<file path="src/rtl/square_dec.sv">
// Cassette-input decoder: measures tape half-periods, pairs them into bits
// (short+short = 1, long+long = 0), and assembles one LSB-first byte per start.
module square_dec #(
    parameter int unsigned     CNT_W    = 16,
    parameter logic [CNT_W-1:0] MIN_HALF = 16'd1500,
    parameter logic [CNT_W-1:0] THRESH   = 16'd7550,
    parameter logic [CNT_W-1:0] TIMEOUT  = 16'd20000
) (
    input  logic       clk,
    input  logic       reset,
    input  logic       start,
    input  logic       din,
    output logic [7:0] dout,
    output logic       done,
    output logic       err,
    output logic       busy
);

    typedef enum logic [1:0] {
        ST_IDLE  = 2'd0,
        ST_SYNC  = 2'd1,
        ST_HALF1 = 2'd2,
        ST_HALF2 = 2'd3
    } state_t;

    state_t           state_q, state_d;
    logic             s1_q, s2_q, s3_q;
    logic [CNT_W-1:0] hp_cnt_q, hp_cnt_d;
    logic [2:0]       bitcnt_q, bitcnt_d;
    logic [7:0]       shreg_q, shreg_d;
    logic [7:0]       dout_q, dout_d;
    logic             c1_q, c1_d;
    logic             done_q, done_d;
    logic             err_q, err_d;
    logic             busy_q, busy_d;

    logic edge_c, rise_c, qual_c, short_c, tmo_c;

    // Two-flop synchroniser plus one extra stage for edge detection.
    always_ff @(posedge clk or posedge reset) begin
        if (reset) begin
            s1_q <= 1'b0;
            s2_q <= 1'b0;
            s3_q <= 1'b0;
        end else begin
            s1_q <= din;
            s2_q <= s1_q;
            s3_q <= s2_q;
        end
    end

    assign edge_c  = s2_q ^ s3_q;
    assign rise_c  = s2_q & ~s3_q;
    assign qual_c  = edge_c && (hp_cnt_q >= MIN_HALF);
    assign short_c = hp_cnt_q < THRESH;
    // Counter is about to reach TIMEOUT on this clock.
    assign tmo_c   = hp_cnt_q >= (TIMEOUT - CNT_W'(1));

    always_comb begin
        state_d  = state_q;
        hp_cnt_d = (hp_cnt_q < TIMEOUT) ? (hp_cnt_q + CNT_W'(1)) : TIMEOUT;
        bitcnt_d = bitcnt_q;
        shreg_d  = shreg_q;
        dout_d   = dout_q;
        c1_d     = c1_q;
        done_d   = done_q;
        err_d    = err_q;
        busy_d   = busy_q;

        case (state_q)
            ST_IDLE: ;
            ST_SYNC: begin
                if (rise_c) begin
                    hp_cnt_d = '0;
                    state_d  = ST_HALF1;
                end
            end
            ST_HALF1: begin
                if (qual_c) begin
                    c1_d     = short_c;
                    hp_cnt_d = '0;
                    state_d  = ST_HALF2;
                end else if (tmo_c) begin
                    err_d   = 1'b1;
                    busy_d  = 1'b0;
                    state_d = ST_IDLE;
                end
            end
            ST_HALF2: begin
                if (qual_c) begin
                    hp_cnt_d = '0;
                    if (short_c == c1_q) begin
                        shreg_d  = {c1_q, shreg_q[7:1]};
                        bitcnt_d = bitcnt_q + 3'd1;
                        if (bitcnt_q == 3'd7) begin
                            dout_d  = {c1_q, shreg_q[7:1]};
                            done_d  = 1'b1;
                            busy_d  = 1'b0;
                            state_d = ST_IDLE;
                        end else begin
                            state_d = ST_HALF1;
                        end
                    end else begin
                        err_d   = 1'b1;
                        busy_d  = 1'b0;
                        state_d = ST_IDLE;
                    end
                end else if (tmo_c) begin
                    err_d   = 1'b1;
                    busy_d  = 1'b0;
                    state_d = ST_IDLE;
                end
            end
            default: state_d = ST_IDLE;
        endcase

        // A start pulse overrides whatever the current state decided.
        if (start) begin
            state_d  = ST_SYNC;
            hp_cnt_d = '0;
            bitcnt_d = '0;
            shreg_d  = '0;
            done_d   = 1'b0;
            err_d    = 1'b0;
            busy_d   = 1'b1;
        end
    end

    always_ff @(posedge clk or posedge reset) begin
        if (reset) begin
            state_q  <= ST_IDLE;
            hp_cnt_q <= '0;
            bitcnt_q <= '0;
            shreg_q  <= '0;
            dout_q   <= '0;
            c1_q     <= 1'b0;
            done_q   <= 1'b0;
            err_q    <= 1'b0;
            busy_q   <= 1'b0;
        end else begin
            state_q  <= state_d;
            hp_cnt_q <= hp_cnt_d;
            bitcnt_q <= bitcnt_d;
            shreg_q  <= shreg_d;
            dout_q   <= dout_d;
            c1_q     <= c1_d;
            done_q   <= done_d;
            err_q    <= err_d;
            busy_q   <= busy_d;
        end
    end

    assign dout = dout_q;
    assign done = done_q;
    assign err  = err_q;
    assign busy = busy_q;

endmodule

</file>
<file path="config.mk">
export PLATFORM = sky130hd
export DESIGN_NAME = square_dec
export DESIGN_NICKNAME = d
export VERILOG_FILES = /design/src/rtl/square_dec.sv
export SDC_FILE = /design/constraint.sdc
export NUM_CORES = 1
export LEC_CHECK = 0
export BUFFER_PORTS_ARGS = -buffer_cell sky130_fd_sc_hd__buf_2
export CAP_MARGIN = 20
export CORE_MARGIN = 2
export CORE_UTILIZATION = 56
export CTS_BUF_LIST = sky130_fd_sc_hd__clkbuf_8
export CTS_CLUSTER_DIAMETER = 30
export DETAILED_ROUTE_END_ITERATION = 8
export PLACE_DENSITY = 0.9
export RECOVER_POWER = 50
export SYNTH_ARGS = -nofsm -noshare
export SYNTH_HDL_FRONTEND = slang
export SYNTH_SLANG_ARGS = --single-unit
</file>
<file path="constraint.sdc">
create_clock -name clk -period 1.98 [get_ports clk]
set_input_delay 0.198 -clock clk [delete_from_list [all_inputs] [get_ports clk]]
set_output_delay 0.198 -clock clk [all_outputs]
set_load 0.01 [all_outputs]
</file>
Word-level counts from Yosys, hierarchy flattened. Cells that the tools add are included. Widths: inputs -> output; s select.

Muxes and demuxes: 39. Div/mod/pow operators: 0. Equal/unequal tests: 9. Bitwise operators: 3. Magnitude comparators: 4. Shift operators: 0. $add $sub $neg: 2. $mul: 0. Reductions and logical operators: 15.

Operators by type and width (count): $mux 16 (4); $mux 8 (4); $pmux 16 s2 (1); $add 16x1->16 const B (1); $ge 16x11->1 const B (1); $ge 16x15->1 const B (1); $lt 16x13->1 const B (1); $lt 16x15->1 const B (1); $mux 1 (16); $mux 2 (7); $mux 3 (4); $reduce_and 3->1 (3); $reduce_and 4->1 (2); $reduce_bool 2->1 (4); $ne 3x3->1 const B (2); $pmux 2 s3 (1); $ne 5x5->1 const B (1); $eq 2x2->1 const B (2); $ne 4x4->1 const B (1); $pmux 1 s2 (2); $reduce_and 2->1 (2); $reduce_bool 4->1 (1); $add 3x1->3 const B (1); $eq 3x3->1 const B (1); other kinds (8) (8).

Output and inout bits: 11. Input bits: 4. Bits in read-only memories: 0. Word-level logic and storage cells: 84. Memories: 0. Bits in registers: 44. Memory bits (writable): 0. Bits in latches: 0.

Logic depth before layout (Yosys ltp).
Depth in word-level cells: 6. Depth in mapped cells: 9. Gate-level depth less buffers: 7.

Worst setup path before layout. No wires, ideal clock.

Kind: reg-to-reg. Start point: register s2_q. End point: register bitcnt_q[0]. Buffers on the path: 1. Slack: 28 ps. Required time: 1853 ps. Stages on the path, launching flop included: 8. Period minus slack after synthesis: 1952 ps. Setup time: 127 ps. Arrival: 1825 ps. Path through: dfrtp_1 -> ha_1 -> nand2b_1 -> nor4_4 -> o211a_4 -> and3_1 -> buf_6 -> mux2_1.

Cells in the longest elaborated chain, start to end: 4.

Ends and longest elaborated chain: start: declaration (line 27) `logic s1_q, s2_q, s3_q;`; start signal: assignment (line 47) `s2_q <= s1_q;`; $xor 1x1->1 (line 52) `assign edge_c = s2_q ^ s3_q;`; $logic_and 1x1->1 (line 54) `assign qual_c = edge_c && (hp_cnt_q >= MIN_HALF);`; $reduce_bool 2->1 (no line); $reduce_and 3->1 (no line); end signal: assignment (line 143) `bitcnt_q <= bitcnt_d;`; end: declaration (line 29) `logic [2:0] bitcnt_q, bitcnt_d;`.

No other way between the ends. A chain may end at the register's enable or synchronous reset.

Worst setup path in the final report.
Start point: register hp_cnt_q[9]. End point: register shreg_q[4].

Cells in the longest elaborated chain, start to end: 4. Elaborated cells on any way between the ends: 7. Those cells by class: order compare: 2; eq/ne: 1; reduce/logical: 4.

Ends and longest elaborated chain: start: declaration (line 28) `logic [CNT_W-1:0] hp_cnt_q, hp_cnt_d;`; start signal: assignment (line 142) `hp_cnt_q <= hp_cnt_d;`; $lt 16x13->1 / $ge 16x11->1 (equally long branches) (line 55, 54); $eq 1x1->1 / $logic_and 1x1->1 (equally long branches) (line 92, 54); $reduce_bool 2->1 (no line); $reduce_and 3->1 (no line) *; end signal: assignment (line 144) `shreg_q <= shreg_d;`; end: declaration (line 30) `logic [7:0] shreg_q, shreg_d;`.

Mark *: on every way between the ends. The rest lies on a longest branch, timed or not.

==> metrics.md <==
| Metric | Value |
|---|---|
| Status | `finished clean` |
| Initial drt markers | `100` |
| Share of flip-flops with an asynchronous set or reset | `100%` |
| Netlist cell types | `44` |
| Avg Vias per Cell | `6.04` |
| Post-synth EDFFs | `0` |
| Relative slew margins | `30.8%` |
| Clk slew on worst S/H paths | `0.08 ns` |
| Synth Instances | `202` |
| Die Wd | `66.8 um` |
| Clk buf depth | `2` |
| Slew Limit Fails | `0` |
| Worst slew pin tran | `1.04 ns` |
| Mux contribution to synthesized area | `10.6%` |
| Core Rows | `22` |
| Most common cell after layout, fill and taps aside | `dfrtp_1` |
| IO Count | `15` |
| Max_cap viols | `0` |
| Core Area | `0.00372 sq mm` |
| Comb pwr share | `10.6%` |
| Area Overhead vs Synth | `18.1%` |
| Lkg Pwr | `1.15 nW` |
| H-tree depth | `2` |
| Initial core utilization | `59.4%` |
| Post-route clock period utilization | `98.3%` |
| RePlAce Congestion | `0.872` |
| Vias in the first global route | `1668` |
| Detailed Route WL | `5030 um` |
| Avg WL per Cell | `18.1 um` |
| Crit path DAT | `2.16 ns` |
| Critical Path RT | `2.19 ns` |
| Reg-to-reg startpoint | `hp_cnt_q[9]` |
| Crit Path Class | `flip-flop to flip-flop` |
| Most frequent cells in the layout | `40 x dfrtp_1, 20 x nor2_1, 14 x buf_2, 13 x nand2b_1, 10 x a21oi_1` |
| Skew final | `0.00924 ns` |
| Mean cell area of the mapped netlist | `10.9 sq um` |
| Syn Nets | `211` |
| CTS root buf | `clkbuf_8` |
| Seq pwr share | `48.2%` |
| R2r setup slk | `0.03 ns` |
| Number of synthesized register bits | `43` |
| GRT Total Usage | `24.5%` |
| Part of the power in the clock network | `41.3%` |
| Fmax | `0.514 GHz` |
| Switching share of total power | `24.7%` |
| CP endpoint kind | `flip-flop` |
| First-pass GRT wire length | `7940 um` |
| DRC | `0` |
| RSZ-0062 raised after global routing | `true` |
| Total grt overflow | `0` |
| Final setup violation count | `0` |
| DIE AREA | `0.00446 sq mm` |
| Layout cell share with drive strength beyond 1 | `29.1%` |
| Port-buffer cells | `14` |
| Setup ws final | `0.0329 ns` |
| Simple-Gate Fraction of Synth Area | `20.2%` |
| TritonCTS clock tree | `done` |
| Total iterations of the first detailed-routing run | `4` |
| VDD IR max | `0.000613 V` |
| Pint | `0.00149 W` |
| Initial antenna violation count | `0` |
| PwrDens | `761 mW/mm^2` |
| Worst hold-check path type | `primary input to async pin` |
| Number of buffers created by CTS | `5` |
| ANT cells | `0` |
| Endpoints failing hold | `0` |
| Die Y | `66.8 um` |
| Pre-CTS setup slack | `-0.0881 ns` |
| Antenna viol nets, final | `0` |
| Post-synthesis sequential area ratio | `48.8%` |
| Worst skew pair latency | `0.30 ns` |
| Net Switching | `0.000489 W` |
| End of the worst register-to-register path | `shreg_q[4]` |
| Total power | `0.00198 W` |
| Sink Count | `43` |
| Nets | `238` |
| Adder-cell share of the synthesized area | `2.84%` |
| Synth Warn # | `0` |
| Critical Path Start Type | `flip-flop` |
| Vias post-DR | `1679` |
| Compound-cell area share of the yosys netlist | `9.30%` |
| Fin crit period | `1.95 ns` |
| Xor-xnor portion of the synthesized cell area | `4.37%` |
| Largest family of logic cells by synthesized area | `simple AND/OR/NAND/NOR gates` |
| Post-Syn Area | `0.00221 sq mm` |
| R2R depth | `6` |
| Top FF cell, synth | `dfrtp_1` |
| Largest net degree at the start of global routing | `44` |
| Hpwl dp | `3020 um` |
| Max FO, Critical Path | `7` |
## flip-flops by register name, indices dropped and copies added, names as in the netlist
| name | flops |
|---|---|
| hp_cnt_q | 16 |
| dout | 8 |
| shreg_q | 7 |
| bitcnt_q | 3 |
| state_q | 2 |
| busy | 1 |
| c1_q | 1 |
| done | 1 |
| err | 1 |
| s1_q | 1 |
| s2_q | 1 |
| s3_q | 1 |
## synth_stat cells (all sizes together), types with 5 or more instances
master	count	area share, %
a21oi	10	2.3
dfrtp	43	49
ha	5	2.8
inv	10	1.7
mux2	10	6.5
mux2i	9	4.1
nand2	8	1.4
nand2b	15	4.3
nand3	10	2.5
nor2	21	3.7
nor3	5	1.4
xor2	7	2.8
## critical path: stages (launching register included)
cell and delay, ns:
dfrtp_2 0.44, nand2b_2 0.22, nor4_4 0.36, o211a_4 0.25
and3_4 0.23, buf_8 0.14, mux2i_2 0.23
## per-stage QoR
step                      utilization [%]  instances  TNS, ns  area, sq um  hold WS, ns
final                                70.1        278        0         2610        0.209
after global routing                 70.1        278   -0.228         2610        0.310
after CTS                            69.4        277  -0.0574         2580       0.0384
after detailed placement             63.3        265    -1.14         2350        0.307
after global placement               63.3        265  -0.0659         2350        0.306
after floorplan                         -        202        0         2210        0.229
## layer usage
layer | vias up | routed length, um | track usage [%]
met1 | 838 | 2030 | 29.4
li1 | 759 | - | -
met3 | 16 | 271 | 5.07
met4 | 0 | 135 | 11.7
met2 | 66 | 2590 | 41.9
met5 | - | 0 | 0
## worst max-delay path by stage
stage / startpoint / end / slack, ns / cells past startpoint
3_3_place_gp: s2_q / dout[4] / -0.009 / 6
2_1_floorplan: s2_q / bitcnt_q[0] / 0.03 / 7
6_report: hp_cnt_q[9] / shreg_q[4] / 0.03 / 6
4_1_cts: s3_q / shreg_q[4] / -0.02 / 8
3_5_place_dp: s2_q / dout[4] / -0.09 / 6
5_1_grt: hp_cnt_q[10] / shreg_q[4] / -0.04 / 6
## area by class of cell
type                       count  area [sq um]
inverter                      10          37.5
tap                           48          60.1
multi-input combinational    143          1120
fill                         251          1110
clock buffer                   5          68.8
clock inverter                 3          67.6
sequential                    43          1080
timing repair buffer          26           168
## logic make-up (layout without fill, tap and decap cells)
group | after synthesis | count (layout)
xor+xnor | 11 | 11
simple gates | 77 | 78
buf+inv | 17 | 44
mux | 19 | 19
other cells | 1 | 1
flops | 43 | 43
fa+ha+maj | 5 | 5
compound gates | 29 | 29
## power groups by stage
stage	Combinational (W)	Clock, W	Sequential [W]
2_1_floorplan	0.000137	0	0.000954
3_3_place_gp	0.000166	0	0.000965
3_5_place_dp	0.000175	0	0.000968
4_1_cts	0.000198	0.000821	0.000951
5_1_grt	0.000224	0.000866	0.000961
6_report	0.000210	0.000818	0.000955
## repair_timing
action / 4_1_cts / 5_1_grt
hold buffers: 1 / 0
setup buffers: 2 / 1
hold endpoints to repair: 1 / 0
pin swaps: 3 / 2
gates resized for setup: 11 / 7
setup endpoints to repair: 31 / 36
cloned: 1 / 0
Power figures use the tool's default switching activity.
